`src/rtl/vme_master_pkg.sv`:
```
// Shared types and constants for the VME A24/D16 bus master.
package vme_master_pkg;

    // Bus-cycle sequencer states.
    typedef enum logic [2:0] {
        ST_IDLE    = 3'd0,
        ST_SETUP   = 3'd1,
        ST_STROBE  = 3'd2,
        ST_RELEASE = 3'd3,
        ST_DONE    = 3'd4
    } vme_state_e;

    // Decoded transaction kind.
    typedef enum logic [1:0] {
        OP_NONE  = 2'd0,
        OP_READ  = 2'd1,
        OP_WRITE = 2'd2
    } vme_op_e;

    // Command word fields.
    localparam int CMD_RD_BIT = 25;
    localparam int CMD_WR_BIT = 24;

    // Result word status flags.
    localparam int STAT_DTACK_TO_BIT = 31;
    localparam int STAT_REL_TO_BIT   = 30;

    // Data returned when the slave never acknowledges.
    localparam logic [15:0] TO_DATA = 16'hDEAD;

    // Read wins over write when both command bits are set.
    function automatic vme_op_e decode_op(input logic rd_bit, input logic wr_bit);
        if (rd_bit) begin
            return OP_READ;
        end else if (wr_bit) begin
            return OP_WRITE;
        end
        return OP_NONE;
    endfunction

endpackage

```
`src/rtl/vme_sync2.sv`:
```
// Two-flop synchronizer for an active-low asynchronous input; resets to the
// deasserted (high) level so a floating DTACK reads as "no acknowledge".
module vme_sync2 (
    input  logic clk,
    input  logic rst_n,
    input  logic d_i,
    output logic q_o
);

    logic meta_q;
    logic sync_q;

    // Metastability stage followed by the stable output stage.
    always_ff @(posedge clk or negedge rst_n) begin
        if (!rst_n) begin
            meta_q <= 1'b1;
            sync_q <= 1'b1;
        end else begin
            meta_q <= d_i;
            sync_q <= meta_q;
        end
    end

    assign q_o = sync_q;

endmodule

```
`src/rtl/vme_master_seq.sv`:
```
// VME A24/D16 bus master: takes one command/data pair, runs a full
// AS/DS/DTACK cycle and returns the result with a one-cycle strobe.
// Handshake: a command is taken on a rising edge where start=1 and
// vme_cmd_rd=1; vme_dat_wr is high for exactly one cycle with
// vme_dat_reg_out valid, and vme_dat_reg_out holds until the next strobe.
// Bus outputs are decoded from registered state so an asynchronous reset
// releases every strobe immediately.
module vme_master_seq
    import vme_master_pkg::*;
#(
    parameter logic [5:0] AM_CODE     = 6'h39,
    parameter int         SETUP_CYC   = 2,
    parameter int         TIMEOUT_CYC = 1024
) (
    input  logic        clk,
    input  logic        rst_n,
    input  logic        start,
    input  logic [31:0] vme_cmd_reg,
    input  logic [31:0] vme_dat_reg_in,
    output logic        vme_cmd_rd,
    output logic        vme_dat_wr,
    output logic [31:0] vme_dat_reg_out,
    output logic [22:0] vme_addr,
    output logic [5:0]  vme_am,
    output logic        vme_write_b,
    output logic        vme_as_b,
    output logic [1:0]  vme_ds_b,
    output logic [15:0] vme_data_out,
    output logic        vme_data_oe,
    input  logic [15:0] vme_data_in,
    input  logic        vme_dtack_b
);

    localparam int              TO_W    = $clog2(TIMEOUT_CYC);
    localparam int              SU_W    = (SETUP_CYC > 1) ? $clog2(SETUP_CYC) : 1;
    localparam logic [TO_W-1:0] TO_LAST = TO_W'(TIMEOUT_CYC - 1);
    localparam logic [SU_W-1:0] SU_LAST = SU_W'(SETUP_CYC - 1);

    vme_state_e      state_q, state_d;
    vme_op_e         op_q, op_d;
    logic [22:0]     addr_q, addr_d;
    logic [15:0]     wdata_q, wdata_d;
    logic [31:0]     res_q, res_d;
    logic [31:0]     out_q, out_d;
    logic [SU_W-1:0] su_cnt_q, su_cnt_d;
    logic [TO_W-1:0] to_cnt_q, to_cnt_d;
    logic            dtk;

    // Command bits outside the decoded fields carry no meaning here.
    logic unused_bits;
    assign unused_bits = ^{vme_cmd_reg[31:26], vme_cmd_reg[0], vme_dat_reg_in[31:16]};

    vme_sync2 u_dtack_sync (
        .clk   (clk),
        .rst_n (rst_n),
        .d_i   (vme_dtack_b),
        .q_o   (dtk)
    );

    // State register.
    always_ff @(posedge clk or negedge rst_n) begin
        if (!rst_n) begin
            state_q <= ST_IDLE;
        end else begin
            state_q <= state_d;
        end
    end

    // Transaction datapath and counters.
    always_ff @(posedge clk or negedge rst_n) begin
        if (!rst_n) begin
            op_q     <= OP_NONE;
            addr_q   <= '0;
            wdata_q  <= '0;
            res_q    <= '0;
            out_q    <= '0;
            su_cnt_q <= '0;
            to_cnt_q <= '0;
        end else begin
            op_q     <= op_d;
            addr_q   <= addr_d;
            wdata_q  <= wdata_d;
            res_q    <= res_d;
            out_q    <= out_d;
            su_cnt_q <= su_cnt_d;
            to_cnt_q <= to_cnt_d;
        end
    end

    // Next-state and datapath update logic.
    always_comb begin
        state_d  = state_q;
        op_d     = op_q;
        addr_d   = addr_q;
        wdata_d  = wdata_q;
        res_d    = res_q;
        out_d    = out_q;
        su_cnt_d = su_cnt_q;
        // Saturating: a stuck counter still reads as expired, never as fresh.
        to_cnt_d = (to_cnt_q == TO_LAST) ? to_cnt_q : to_cnt_q + 1'b1;

        case (state_q)
            ST_IDLE: begin
                if (start) begin
                    state_d  = ST_SETUP;
                    op_d     = decode_op(vme_cmd_reg[CMD_RD_BIT], vme_cmd_reg[CMD_WR_BIT]);
                    addr_d   = vme_cmd_reg[23:1];
                    wdata_d  = vme_dat_reg_in[15:0];
                    res_d    = '0;
                    su_cnt_d = '0;
                end
            end
            ST_SETUP: begin
                if (op_q == OP_NONE) begin
                    // No bus cycle: report an all-zero result.
                    state_d = ST_DONE;
                end else if (su_cnt_q == SU_LAST) begin
                    state_d  = ST_STROBE;
                    to_cnt_d = '0;
                end else begin
                    su_cnt_d = su_cnt_q + 1'b1;
                end
            end
            ST_STROBE: begin
                if (!dtk) begin
                    res_d[15:0] = (op_q == OP_READ) ? vme_data_in : wdata_q;
                    state_d     = ST_RELEASE;
                    to_cnt_d    = '0;
                end else if (to_cnt_q == TO_LAST) begin
                    res_d[15:0]              = TO_DATA;
                    res_d[STAT_DTACK_TO_BIT] = 1'b1;
                    state_d                  = ST_RELEASE;
                    to_cnt_d                 = '0;
                end
            end
            ST_RELEASE: begin
                if (dtk) begin
                    state_d = ST_DONE;
                end else if (to_cnt_q == TO_LAST) begin
                    res_d[STAT_REL_TO_BIT] = 1'b1;
                    state_d                = ST_DONE;
                end
            end
            ST_DONE: begin
                state_d = ST_IDLE;
            end
            default: begin
                state_d = ST_IDLE;
            end
        endcase

        // Publish the result only as the completion strobe begins.
        if ((state_d == ST_DONE) && (state_q != ST_DONE)) begin
            out_d = res_d;
        end
    end

    // Bus and handshake outputs decoded from registered state.
    always_comb begin
        vme_cmd_rd      = (state_q == ST_IDLE);
        vme_dat_wr      = (state_q == ST_DONE);
        vme_dat_reg_out = out_q;
        vme_addr        = '0;
        vme_am          = '0;
        vme_write_b     = 1'b1;
        vme_as_b        = 1'b1;
        vme_ds_b        = 2'b11;
        vme_data_out    = '0;
        vme_data_oe     = 1'b0;

        if ((op_q != OP_NONE) && (state_q inside {ST_SETUP, ST_STROBE, ST_RELEASE})) begin
            vme_addr    = addr_q;
            vme_am      = AM_CODE;
            vme_write_b = (op_q != OP_WRITE);
        end

        if ((op_q != OP_NONE) && (state_q inside {ST_SETUP, ST_STROBE})) begin
            vme_as_b = 1'b0;
            if (op_q == OP_WRITE) begin
                vme_data_out = wdata_q;
                vme_data_oe  = 1'b1;
            end
        end

        if (state_q == ST_STROBE) begin
            vme_ds_b = 2'b00;
        end
    end

endmodule

```
`config.mk`:
```
export PLATFORM = sky130hd
export DESIGN_NAME = vme_master_seq
export DESIGN_NICKNAME = d
export VERILOG_FILES = /design/src/rtl/vme_master_pkg.sv /design/src/rtl/vme_sync2.sv /design/src/rtl/vme_master_seq.sv
export SDC_FILE = /design/constraint.sdc
export NUM_CORES = 1
export LEC_CHECK = 0
export CAP_MARGIN = 30
export CORE_MARGIN = 10
export CORE_UTILIZATION = 40
export CTS_BUF_LIST = sky130_fd_sc_hd__clkbuf_8
export CTS_CLUSTER_DIAMETER = 120
export DETAILED_ROUTE_END_ITERATION = 8
export GPL_TIMING_DRIVEN = 0
export MAX_ROUTING_LAYER = met4
export PLACE_DENSITY = 0.7
export SETUP_SLACK_MARGIN = 0.1
export SLEW_MARGIN = 20
export SYNTH_ARGS = -nofsm -noshare
export SYNTH_HDL_FRONTEND = slang
export SYNTH_SLANG_ARGS = --single-unit
```
`constraint.sdc`:
```
create_clock -name clk -period 7.09 [get_ports clk]
set_input_delay 2.127 -clock clk [delete_from_list [all_inputs] [get_ports clk]]
set_output_delay 2.127 -clock clk [all_outputs]
set_load 0.03 [all_outputs]
```
## Word level (Yosys, flattened, before mapping)

Index checks and enable logic that the tools add are counted.

| storage, ports and cells | value |
|---|---|
| bits of input ports | 84 |
| register bits | 121 |
| output and inout bits | 84 |

| operators by class | value |
|---|---|
| reductions and logical operators | 11 |
| $add $sub $neg | 2 |
| muxes and demuxes | 46 |
| eq/ne operators | 12 |

Operators with widths:

| cell | count |
|---|---|
| $mux W16 | 5 |
| $mux W10 | 5 |
| $mux W32 | 1 |
| $pmux W16 S2 | 1 |
| $mux W23 | 1 |
| $mux W3 | 7 |
| $pmux W10 S2 | 1 |
| $mux W1 | 15 |
| $mux W14 | 1 |
| $pmux W3 S4 | 1 |
| $add A10 B1 Y10 const B | 1 |
| $eq A10 B10 Y1 const B | 1 |
| $mux W2 | 4 |
| $eq A3 B2 Y1 const B | 2 |
| $eq A3 B3 Y1 const B | 2 |
| $mux W6 | 1 |
| $ne A2 B2 Y1 const B | 3 |
| $pmux W1 S2 | 3 |
| $reduce_bool A2 Y1 | 3 |
| $eq A3 B1 Y1 const B | 1 |
| $logic_and A1 B1 Y1 | 3 |
| $logic_not A3 Y1 | 1 |
| $ne A3 B3 Y1 const B | 1 |
| $reduce_and A3 Y1 | 1 |
| other kinds (6) | 6 |

## Longest topological paths before layout

Gate-level depths: netlist of the first run.

| depth | value |
|---|---|
| depth in word-level cells | 6 |
| depth in mapped cells | 9 |
| depth with buffers taken out | 7 |

## By module

From an unflattened synthesis of the first run, not the netlist that was laid out.

| second synthesis, totals | value |
|---|---|
| cells, all modules | 531 |
| area, all modules | 5,571.6 µm² |

Modules (own cells, without submodules):

| module | instances | sequential area each (µm²) | area an instance (µm²) | cells an instance |
|---|---|---|---|---|
| vme_master_seq | 1 | 2,977.9 | 5,519.0 | 529 |
| vme_sync2 | 1 | 52.6 | 52.6 | 2 |

## Worst setup path after synthesis of the first run

Ideal clock, no wire load.

| timing path | value |
|---|---|
| kind | reg2out |
| from | register state_q[0] |
| to | output port vme_data_out[10] |
| cell stages (with the launch flop) | 6 |
| arrival time | 2.065 ns |
| path buffers | 2 |
| data required time | 4.963 ns |
| slack | 2.898 ns |
| cells stage by stage | dfrtp_1 -> buf_2 -> xnor2_1 -> nor4b_1 -> clkbuf_1 -> and2_1 |

| on the way | value |
|---|---|
| word-level cells in the longest chain between the ends | 4 |
| elaborated cells on any way between the ends | 5 |

RTL lines:

| item | line | source |
|---|---|---|
| from (decl) | vme_master_seq.sv:39 | `vme_state_e state_q, state_d;` |
| from (signal assigned) | vme_master_seq.sv:65 | `state_q <= state_d;` |
| $eq A3 B1 Y1 or $eq A3 B2 Y1 (tied branches) | vme_master_seq.sv:177 | `if ((op_q != OP_NONE) && (state_q inside {ST_SETUP, ST_STROBE})) begin` |
| $reduce_bool A2 Y1 * | vme_master_seq.sv:177 |  |
| $logic_and A1 B1 Y1 * | vme_master_seq.sv:177 |  |
| $mux W16 * | vme_master_seq.sv:177 |  |
| to (decl) | vme_master_seq.sv:28 | `output logic [15:0] vme_data_out,` |

Every way passes the cells marked *; elsewhere a longest branch is shown, timed or not.

## Worst setup path after layout of the first run

| timing path | value |
|---|---|
| from | register state_q[1] |
| to | output port vme_addr[18] |

| on the way | value |
|---|---|
| word-level cells in the longest chain between the ends | 4 |
| elaborated cells on any way between the ends | 6 |

RTL lines:

| item | line | source |
|---|---|---|
| $eq A3 B1 Y1 or $eq A3 B2 Y1 (tied branches) | vme_master_seq.sv:171 | `if ((op_q != OP_NONE) && (state_q inside {ST_SETUP, ST_STROBE, ST_RELEASE})) begin` |
| $reduce_bool A3 Y1 * | vme_master_seq.sv:171 |  |
| $logic_and A1 B1 Y1 * | vme_master_seq.sv:171 |  |
| $mux W23 * | vme_master_seq.sv:171 |  |
| to (decl) | vme_master_seq.sv:23 | `output logic [22:0] vme_addr,` |

Marked as above.

==> results of run 1 <==
[report_power, final]
| part | switching, mW | total, mW | internal [mW] |
|---|---|---|---|
| logic | 0.793 | 1.48 | 0.688 |
| clock network | 0.266 | 0.550 | 0.285 |
| registers | 0.145 | 1.05 | 0.909 |
[flip-flops by register name, indices dropped and copies added (netlist names)]
register	count
addr_q	23
op_q	2
res_q	32
state_q	3
su_cnt_q	1
to_cnt_q	10
u_dtack_sync.meta_q	1
u_dtack_sync.q_o	1
vme_dat_reg_out	32
wdata_q	16
[cell usage in the layout, fill, tap and decap left out, types with 3 or more instances in the layout]
master / instances
sky130_fd_sc_hd__clkdlybuf4s50_1: 141
sky130_fd_sc_hd__dfrtp_1: 119
sky130_fd_sc_hd__mux2_2: 63
sky130_fd_sc_hd__and2_1: 55
sky130_fd_sc_hd__nand2_1: 32
sky130_fd_sc_hd__mux2_4: 20
sky130_fd_sc_hd__clkbuf_1: 19
sky130_fd_sc_hd__clkbuf_8: 19
sky130_fd_sc_hd__o221ai_1: 14
sky130_fd_sc_hd__inv_1: 9
sky130_fd_sc_hd__o21ai_0: 9
sky130_fd_sc_hd__nor2_1: 9
sky130_fd_sc_hd__o311a_1: 9
sky130_fd_sc_hd__buf_4: 8
sky130_fd_sc_hd__nor3_1: 6
sky130_fd_sc_hd__mux2i_1: 6
sky130_fd_sc_hd__clkinv_2: 6
sky130_fd_sc_hd__buf_2: 5
sky130_fd_sc_hd__buf_6: 5
sky130_fd_sc_hd__nor2b_1: 4
sky130_fd_sc_hd__a211oi_1: 4
sky130_fd_sc_hd__nand2b_1: 3
sky130_fd_sc_hd__a31oi_1: 3
sky130_fd_sc_hd__xnor2_1: 3
sky130_fd_sc_hd__a311oi_1: 3
sky130_fd_sc_hd__a21oi_1: 3
[metal layers]
layer | track usage, % | vias to the layer above | share of wire [%] | wire (um)
li1 | - | 1879 | - | -
met1 | 19.5 | 1976 | 43 | 6370
met2 | 25.0 | 103 | 49 | 7210
met3 | 5.61 | 13 | 6.3 | 927
met4 | 4.98 | 0 | 1.4 | 204
met5 | - | - | 0 | 0
[synth_stat cells (4+ instances only)]
cell type                  instances  area (um^2)
sky130_fd_sc_hd__dfrtp_1         119         2980
sky130_fd_sc_hd__mux2_2           63          709
sky130_fd_sc_hd__and2_1           55          344
sky130_fd_sc_hd__nand2_1          32          120
sky130_fd_sc_hd__mux2_4           20          300
sky130_fd_sc_hd__clkbuf_1         19         71.3
sky130_fd_sc_hd__o221ai_1         14          123
sky130_fd_sc_hd__nor2_1            9         33.8
sky130_fd_sc_hd__o21ai_0           9         45.0
sky130_fd_sc_hd__o311a_1           9         90.1
sky130_fd_sc_hd__buf_4             8         60.1
sky130_fd_sc_hd__inv_1             6         22.5
sky130_fd_sc_hd__mux2i_1           6         60.1
sky130_fd_sc_hd__nor3_1            6         30.0
sky130_fd_sc_hd__a211oi_1          4         30.0
sky130_fd_sc_hd__buf_6             4         45.0
sky130_fd_sc_hd__nor2b_1           4         25.0
[worst reg2reg max path, cell delays in order (launching register included)]
cell and delay, ps:
sky130_fd_sc_hd__dfrtp_1 390, sky130_fd_sc_hd__ha_1 260, sky130_fd_sc_hd__and4_1 200, sky130_fd_sc_hd__buf_2 180
sky130_fd_sc_hd__and3_1 190, sky130_fd_sc_hd__buf_6 160, sky130_fd_sc_hd__inv_6 60, sky130_fd_sc_hd__a211oi_4 430
sky130_fd_sc_hd__buf_6 260, sky130_fd_sc_hd__mux2_4 320
[worst paths after layout]
path	end	cells past startpoint	start
min reg2reg	u_dtack_sync.q_o$_DFF_PN1_	0	u_dtack_sync.meta_q$_DFF_PN1_
max reg2reg	vme_dat_reg_out[3]$_DFFE_PN0P_	9	to_cnt_q[0]$_DFF_PN0_
min	u_dtack_sync.q_o$_DFF_PN1_	0	u_dtack_sync.meta_q$_DFF_PN1_
max	vme_addr[18]	6	state_q[1]$_DFF_PN0_
max in group asynchronous	to_cnt_q[3]$_DFF_PN0_	2	rst_n
min in group asynchronous	addr_q[10]$_DFFE_PN0P_	1	rst_n
[layout make-up]
class | count | area [um^2] | share of cell area, %
buffer | 35 | 195 | 2.57
timing repair buffer | 145 | 1460 | 19.3
sequential | 121 | 3030 | 40.0
clock inverter | 12 | 86.3 | 1.14
clock buffer | 19 | 262 | 3.45
multi-input combinational | 278 | 2290 | 30.3
antenna | 1 | 2.50 | 0.0330
tap | 176 | 220 | 2.90
inverter | 7 | 31.3 | 0.413
[cells by family after synthesis]
group,after synthesis,synth area share (%)
xor gates and xnor gates,3,0.474
DFF,121,54.7
buffers and inverters,42,4.09
adders and majority gates,2,0.451
and+or+nand+nor,123,12.2
muxes,89,19.3
other,1,0.0677
AOI/OAI and AO/OA,59,8.72
==> flow_metrics.tcl, run 1 <==
set metrics [dict create \
    status "complete, no violations" \
    hold_ws_ps 361 \
    clkTransAtPathRegs_ps 70 \
    fp.dieArea_um2 19000 \
    critPathSlowestCell "sky130_fd_sc_hd__clkdlybuf4s50_1" \
    top_level_pins 168 \
    period_share_pct 74.4 \
    grt_start_max_net_pins 77 \
    avgSynthCellArea_um2 12.6 \
    dr_total_vias 3971 \
    core_um2 13400 \
    grt_antenna_before_repair 1 \
    final_instance_count_excl_fillers 794 \
    timing.final.hold_violations 0 \
    grt_first_pass_wirelength_um 23000 \
    clk_path_buf_depth 2 \
    hpwl_um 10900 \
    power_density_nw_per_um2 407 \
    grt_setup_unrepaired "false" \
    worst_ep_arrival_time_ps 3150 \
    vdd_ir_drop_max_mv 0.213 \
    area_growth_syn_to_layout_pct 36.8 \
    drc_errors 0 \
    cts-root-buf "sky130_fd_sc_hd__clkbuf_8" \
    setup_ws_ps 1820 \
    gp_congestion 0.883 \
    ys_dominant_reg_cell "sky130_fd_sc_hd__dfrtp_1" \
    filler_cell_count 1141 \
    criticalPathCategory "register to output pin" \
    cts.sink_count 121 \
    number_of_optimization_iterations_in_the_first_detailed_route_pass 4 \
    total_power_mw 3.09 \
    yosys_warnings 0 \
    route.detailed.wl_per_inst_um 18.5 \
    synth_seq_area_share_pct 54.7 \
    drc_marker_count_from_the_first_detailed_route_iteration 316 \
    route.detailed.vias_per_inst 5.00 \
    largest_stage_delay_worst_path_ps 680 \
    pre_cts_slack_ps 2270 \
    min_path_type "register to register" \
    maxSlewViolCount 0 \
    layout.cell_area.non_filler_um2 7580 \
    floorplan.initialDensity_pct 41.4 \
    finClkSkew_ps 8.98 \
    synth_cells 440 \
    htree_levels 4 \
    grt_remaining_overflow 0 \
    fmax_ghz 0.190 \
    place.port_buffers 142 \
    postCtsHoldBufs 0 \
    cts_inserted_buffers 17 \
    worst_setup_path_end_kind "output pin" \
    fin_nets 691 \
    post_route_cells_drive_above_1_share_pct 23.0 \
    worstMarginPinSlew_ps 746 \
    finalSetupTns_ps 0 \
    timing.critical_path.buf_inv 3 \
    utilization_pct 56.6 \
    critical_path_peak_fanout 13 \
    ctsResizeCount 0 \
    die-height_um 138 \
    crit_path_cell_trace "clkbuf_1 > nor2_1 > nor3_1 > clkbuf_1 > and2_1 > clkdlybuf4s50_1" \
    start_kind "register" \
    async_reset_ff_share_pct 100 \
    critPathMostFrequentCell "sky130_fd_sc_hd__clkbuf_1" \
    rows 42 \
    track_usage_pct 16.1 \
    drt-total-wl_um 14700 \
    maxCapViolations 0 \
    place_inst 761 \
    post_synth_edffs 0 \
    total_leakage_power_nw 3.34 \
    chipWidth_um 138 \
    maxSlewHeadroom_pct 49.9 \
    synth_area_um2 5540 \
    postPlaceCellArea_um2 7230 \
    cts_tree "done" \
    yosys_register_bits 121 \
    yosysUniqueCellTypes 49 \
    clk_latency_ps 430 \
    cp_top_family "buffers and inverters" \
    worst_ep_required_time_ps 4960 \
    route.antenna.remaining_nets 0 \
    vias_in_the_first_global_route 4241 \
    r2r_slack_ps 4520 \
    finalCriticalPeriod_ps 5270 \
    setup_violations 0 \
    cts_setup_buffers 0 \
]
Power figures use the tool's default switching activity.
==> run 2, diff against run 1 <==
==> constraint.sdc (replaced) <==
create_clock -name clk -period 5.2 [get_ports clk]
set_input_delay 1.56 -clock clk [delete_from_list [all_inputs] [get_ports clk]]
set_output_delay 1.56 -clock clk [all_outputs]
set_load 0.03 [all_outputs]
==> results of run 2 <==
The final DEF is identical to that of run 1. Status: complete, no violations.
Among the figures that moved: setup slack after placement 2270 ps -> 947 ps; setup slack after layout 1820 ps -> 492 ps; register-to-register setup slack 4520 ps -> 2630 ps; total power 3.09 mW -> 4.21 mW; worst IR drop on VDD 0.213 mV -> 0.290 mV
==> run 3, diff against run 2 <==
--- a/config.mk
+++ b/config.mk
@@ -5,6 +5,7 @@
 export SDC_FILE = /design/constraint.sdc
 export NUM_CORES = 1
 export LEC_CHECK = 0
+export ABC_AREA = 1
 export CAP_MARGIN = 30
 export CORE_MARGIN = 10
 export CORE_UTILIZATION = 40
@@ -13,7 +14,7 @@
 export DETAILED_ROUTE_END_ITERATION = 8
 export GPL_TIMING_DRIVEN = 0
 export MAX_ROUTING_LAYER = met4
-export PLACE_DENSITY = 0.7
+export PLACE_DENSITY = 0.69
 export SETUP_SLACK_MARGIN = 0.1
 export SLEW_MARGIN = 20
 export SYNTH_ARGS = -nofsm -noshare
==> flow_metrics.tcl, run 3 <==
set metrics [dict create \
    status "complete, no violations" \
    total_power_mw 4.76 \
    grt_first_pass_wirelength_um 26600 \
    post_synth_fa_ha_maj_area_fraction_pct 0.439 \
    portion_of_netlist_area_occupied_by_mux_cells_pct 0 \
    timing.hold.worst_endpoint "u_dtack_sync.q_o$_DFF_PN1_" \
    timing.final.hold_violations 0 \
    drc_errors 0 \
    post_synth_edffs 0 \
    clkTransAtPathRegs_ps 80 \
    avgSynthCellArea_um2 7.94 \
    yosys_register_bits 121 \
    criticalPathCategory "register to output pin" \
    worstRegToRegCells 8 \
    cts.sink_count 121 \
    die-height_um 139 \
    power_density_nw_per_um2 609 \
    grt_setup_unrepaired "false" \
    async_reset_ff_share_pct 100 \
    synth.largest_area_cell "sky130_fd_sc_hd__dfrtp_1" \
    ctsResizeCount 0 \
    floorplan.initialDensity_pct 40.9 \
    track_usage_pct 17.5 \
    timing.rr.end "state_q[0]$_DFF_PN0_" \
    top_level_pins 168 \
    synth_top_family_by_area "simple AND/OR/NAND/NOR gates" \
    postCtsHoldBufs 0 \
    number_of_optimization_iterations_in_the_first_detailed_route_pass 5 \
    synth_area_um2 5700 \
    core_um2 13900 \
    maxCapViolations 0 \
    antenna_cells 0 \
    worst_ep_required_time_ps 3640 \
    area_growth_syn_to_layout_pct 37.1 \
    r2r_slack_ps 3220 \
    cts_tree "done" \
    vias_in_the_first_global_route 5065 \
    cts_inserted_buffers 17 \
    critical_path_peak_fanout 10 \
    worstHoldPathCells 0 \
    worstMarginPinSlew_ps 506 \
    maxSlewViolCount 0 \
    synth_xor_xnor_area_share_pct 0.768 \
    pre_cts_slack_ps 1380 \
    finalCriticalPeriod_ps 4310 \
    chipWidth_um 139 \
    reg_to_reg_start "to_cnt_q[0]$_DFF_PN0_" \
    period_share_pct 82.8 \
    hpwl_um 12300 \
    route.detailed.vias_per_inst 4.74 \
    grt_antenna_before_repair 0 \
    gp_congestion 0.850 \
    worst_ep_arrival_time_ps 2750 \
    htree_levels 4 \
    fmax_ghz 0.232 \
    setup_ws_ps 895 \
    worst_hold_startpoint "u_dtack_sync.meta_q$_DFF_PN1_" \
    maxSlewHeadroom_pct 66.1 \
    synth_compound_area_share_pct 5.36 \
    min_path_type "register to register" \
    dr_total_vias 5088 \
    synth_cells 718 \
    synth_seq_area_share_pct 53.2 \
    yosys-top-cells-count "sky130_fd_sc_hd__nand2_1, sky130_fd_sc_hd__dfrtp_1, sky130_fd_sc_hd__nand3_1" \
    start_kind "register" \
    route.detailed.wl_per_inst_um 15.4 \
    most_common_library_cell_in_the_layout_ignoring_fill_and_taps "sky130_fd_sc_hd__nand2_1" \
    route.antenna.remaining_nets 0 \
    total_leakage_power_nw 3.86 \
    drt-total-wl_um 16500 \
    finalSetupTns_ps 0 \
    clk_path_buf_depth 2 \
    grt_start_max_net_pins 75 \
    clk_latency_ps 440 \
    fp.dieArea_um2 19400 \
    netlist.area_leader.share_pct 52.3 \
    post_route_cells_drive_above_1_share_pct 11.2 \
    setup_violations 0 \
    yosysUniqueCellTypes 37 \
    ys_dominant_reg_cell "sky130_fd_sc_hd__dfrtp_1" \
    synth_simple_gate_area_share_pct 29.4 \
    post-synth-top-count-cell "sky130_fd_sc_hd__nand2_1" \
    filler_cell_count 1286 \
    yosys_warnings 0 \
    worst_setup_path_end_kind "output pin" \
    finClkSkew_ps 10.9 \
    fin_nets 967 \
    grt_remaining_overflow 0 \
    ys_top_cells_by_area "sky130_fd_sc_hd__dfrtp_1, sky130_fd_sc_hd__nand2_1, sky130_fd_sc_hd__nand3_1" \
    drc_marker_count_from_the_first_detailed_route_iteration 347 \
    place.port_buffers 142 \
    cts-root-buf "sky130_fd_sc_hd__clkbuf_8" \
    rows 43 \
    cts_setup_buffers 0 \
    vdd_ir_drop_max_mv 0.487 \
    final_cell_mix "sky130_fd_sc_hd__nand2_1, sky130_fd_sc_hd__clkdlybuf4s50_1, sky130_fd_sc_hd__dfrtp_1" \
]
## run 3: cell types whose count changed in the layout (fill, tap and decap cells not counted), moves of 10 or more
cell / delta
sky130_fd_sc_hd__mux2_2: -63
sky130_fd_sc_hd__o21ai_1: +28
sky130_fd_sc_hd__mux2_4: -20
sky130_fd_sc_hd__nand3_1: +84
sky130_fd_sc_hd__inv_2: +19
sky130_fd_sc_hd__nand2_1: +171
sky130_fd_sc_hd__and2_1: -55
sky130_fd_sc_hd__inv_1: +71
sky130_fd_sc_hd__nor2_1: +63
sky130_fd_sc_hd__o21ai_0: +10
sky130_fd_sc_hd__o221ai_1: -14
## run 3: power by group
part / switching [mW] / leakage, nW / internal, mW
Clock: 0.390 / 0.213 / 0.543
Sequential: 0.172 / 1.58 / 1.27
Combinational: 1.51 / 2.06 / 0.876
Total: 2.07 / 3.86 / 2.69
## run 3: metal layers
| layer | up-vias | GRT usage [%] | part of all wire, % |
|---|---|---|---|
| met5 | - | - | 0 |
| met4 | 0 | 5.66 | 1.9 |
| met3 | 22 | 5.24 | 5.2 |
| met2 | 126 | 27.9 | 49 |
| met1 | 2408 | 20.9 | 44 |
| li1 | 2532 | - | - |
## run 3: metrics by stage
stage | utilization, % | instance area, um^2 | hold slack, ps | std cells
after CTS | 56.1 | 7820 | 360 | 1073
after detailed placement | 52.9 | 7380 | 354 | 1042
final | 56.1 | 7820 | 362 | 1073
after floorplan | - | 5700 | 345 | 719
after global routing | 56.1 | 7820 | 371 | 1073
after global placement | 52.7 | 7350 | 346 | 1041
## run 3: logic make-up after synthesis
logic type | count (synthesis)
buffers and inverters | 142
DFF | 121
xor gates and xnor gates | 5
other | 1
adders and majority gates | 2
AOI/OAI and AO/OA | 59
and+or+nand+nor | 388
## run 3: how the worst max path moves through the flow
| stage | to | slack [ps] | start |
|---|---|---|---|
| 3_5_place_dp | vme_addr[8] | 1380 | op_q[0]$_DFFE_PN0P_ |
| 6_report | vme_addr[9] | 890 | op_q[0]$_DFFE_PN0P_ |
| 2_1_floorplan | vme_addr[10] | 1730 | op_q[0]$_DFFE_PN0P_ |
| 3_3_place_gp | vme_dat_reg_out[22]$_DFFE_PN0P_ | -2320 | rst_n |
| 5_1_grt | vme_addr[5] | 680 | op_q[0]$_DFFE_PN0P_ |
| 4_1_cts | vme_addr[8] | 870 | op_q[0]$_DFFE_PN0P_ |
## run 3: layout make-up
cell class	count	area, um^2	area share (%)
plain buffers	41	234	2.99
flip-flops and latches	121	3030	38.8
well taps	180	225	2.88
repair buffers	143	1450	18.6
clock buffers	19	262	3.35
multi-input cells	456	2060	26.4
clock inverters	12	175	2.24
inverters	101	379	4.85
## run 3: worst max-delay path, cell delays in order (launching register included)
cell and delay [ps]:
sky130_fd_sc_hd__dfrtp_1 320, sky130_fd_sc_hd__buf_2 180, sky130_fd_sc_hd__nor2_1 140, sky130_fd_sc_hd__nor3_2 410, sky130_fd_sc_hd__inv_1 210, sky130_fd_sc_hd__buf_2 240, sky130_fd_sc_hd__nor2_1 110, sky130_fd_sc_hd__clkdlybuf4s50_1 680
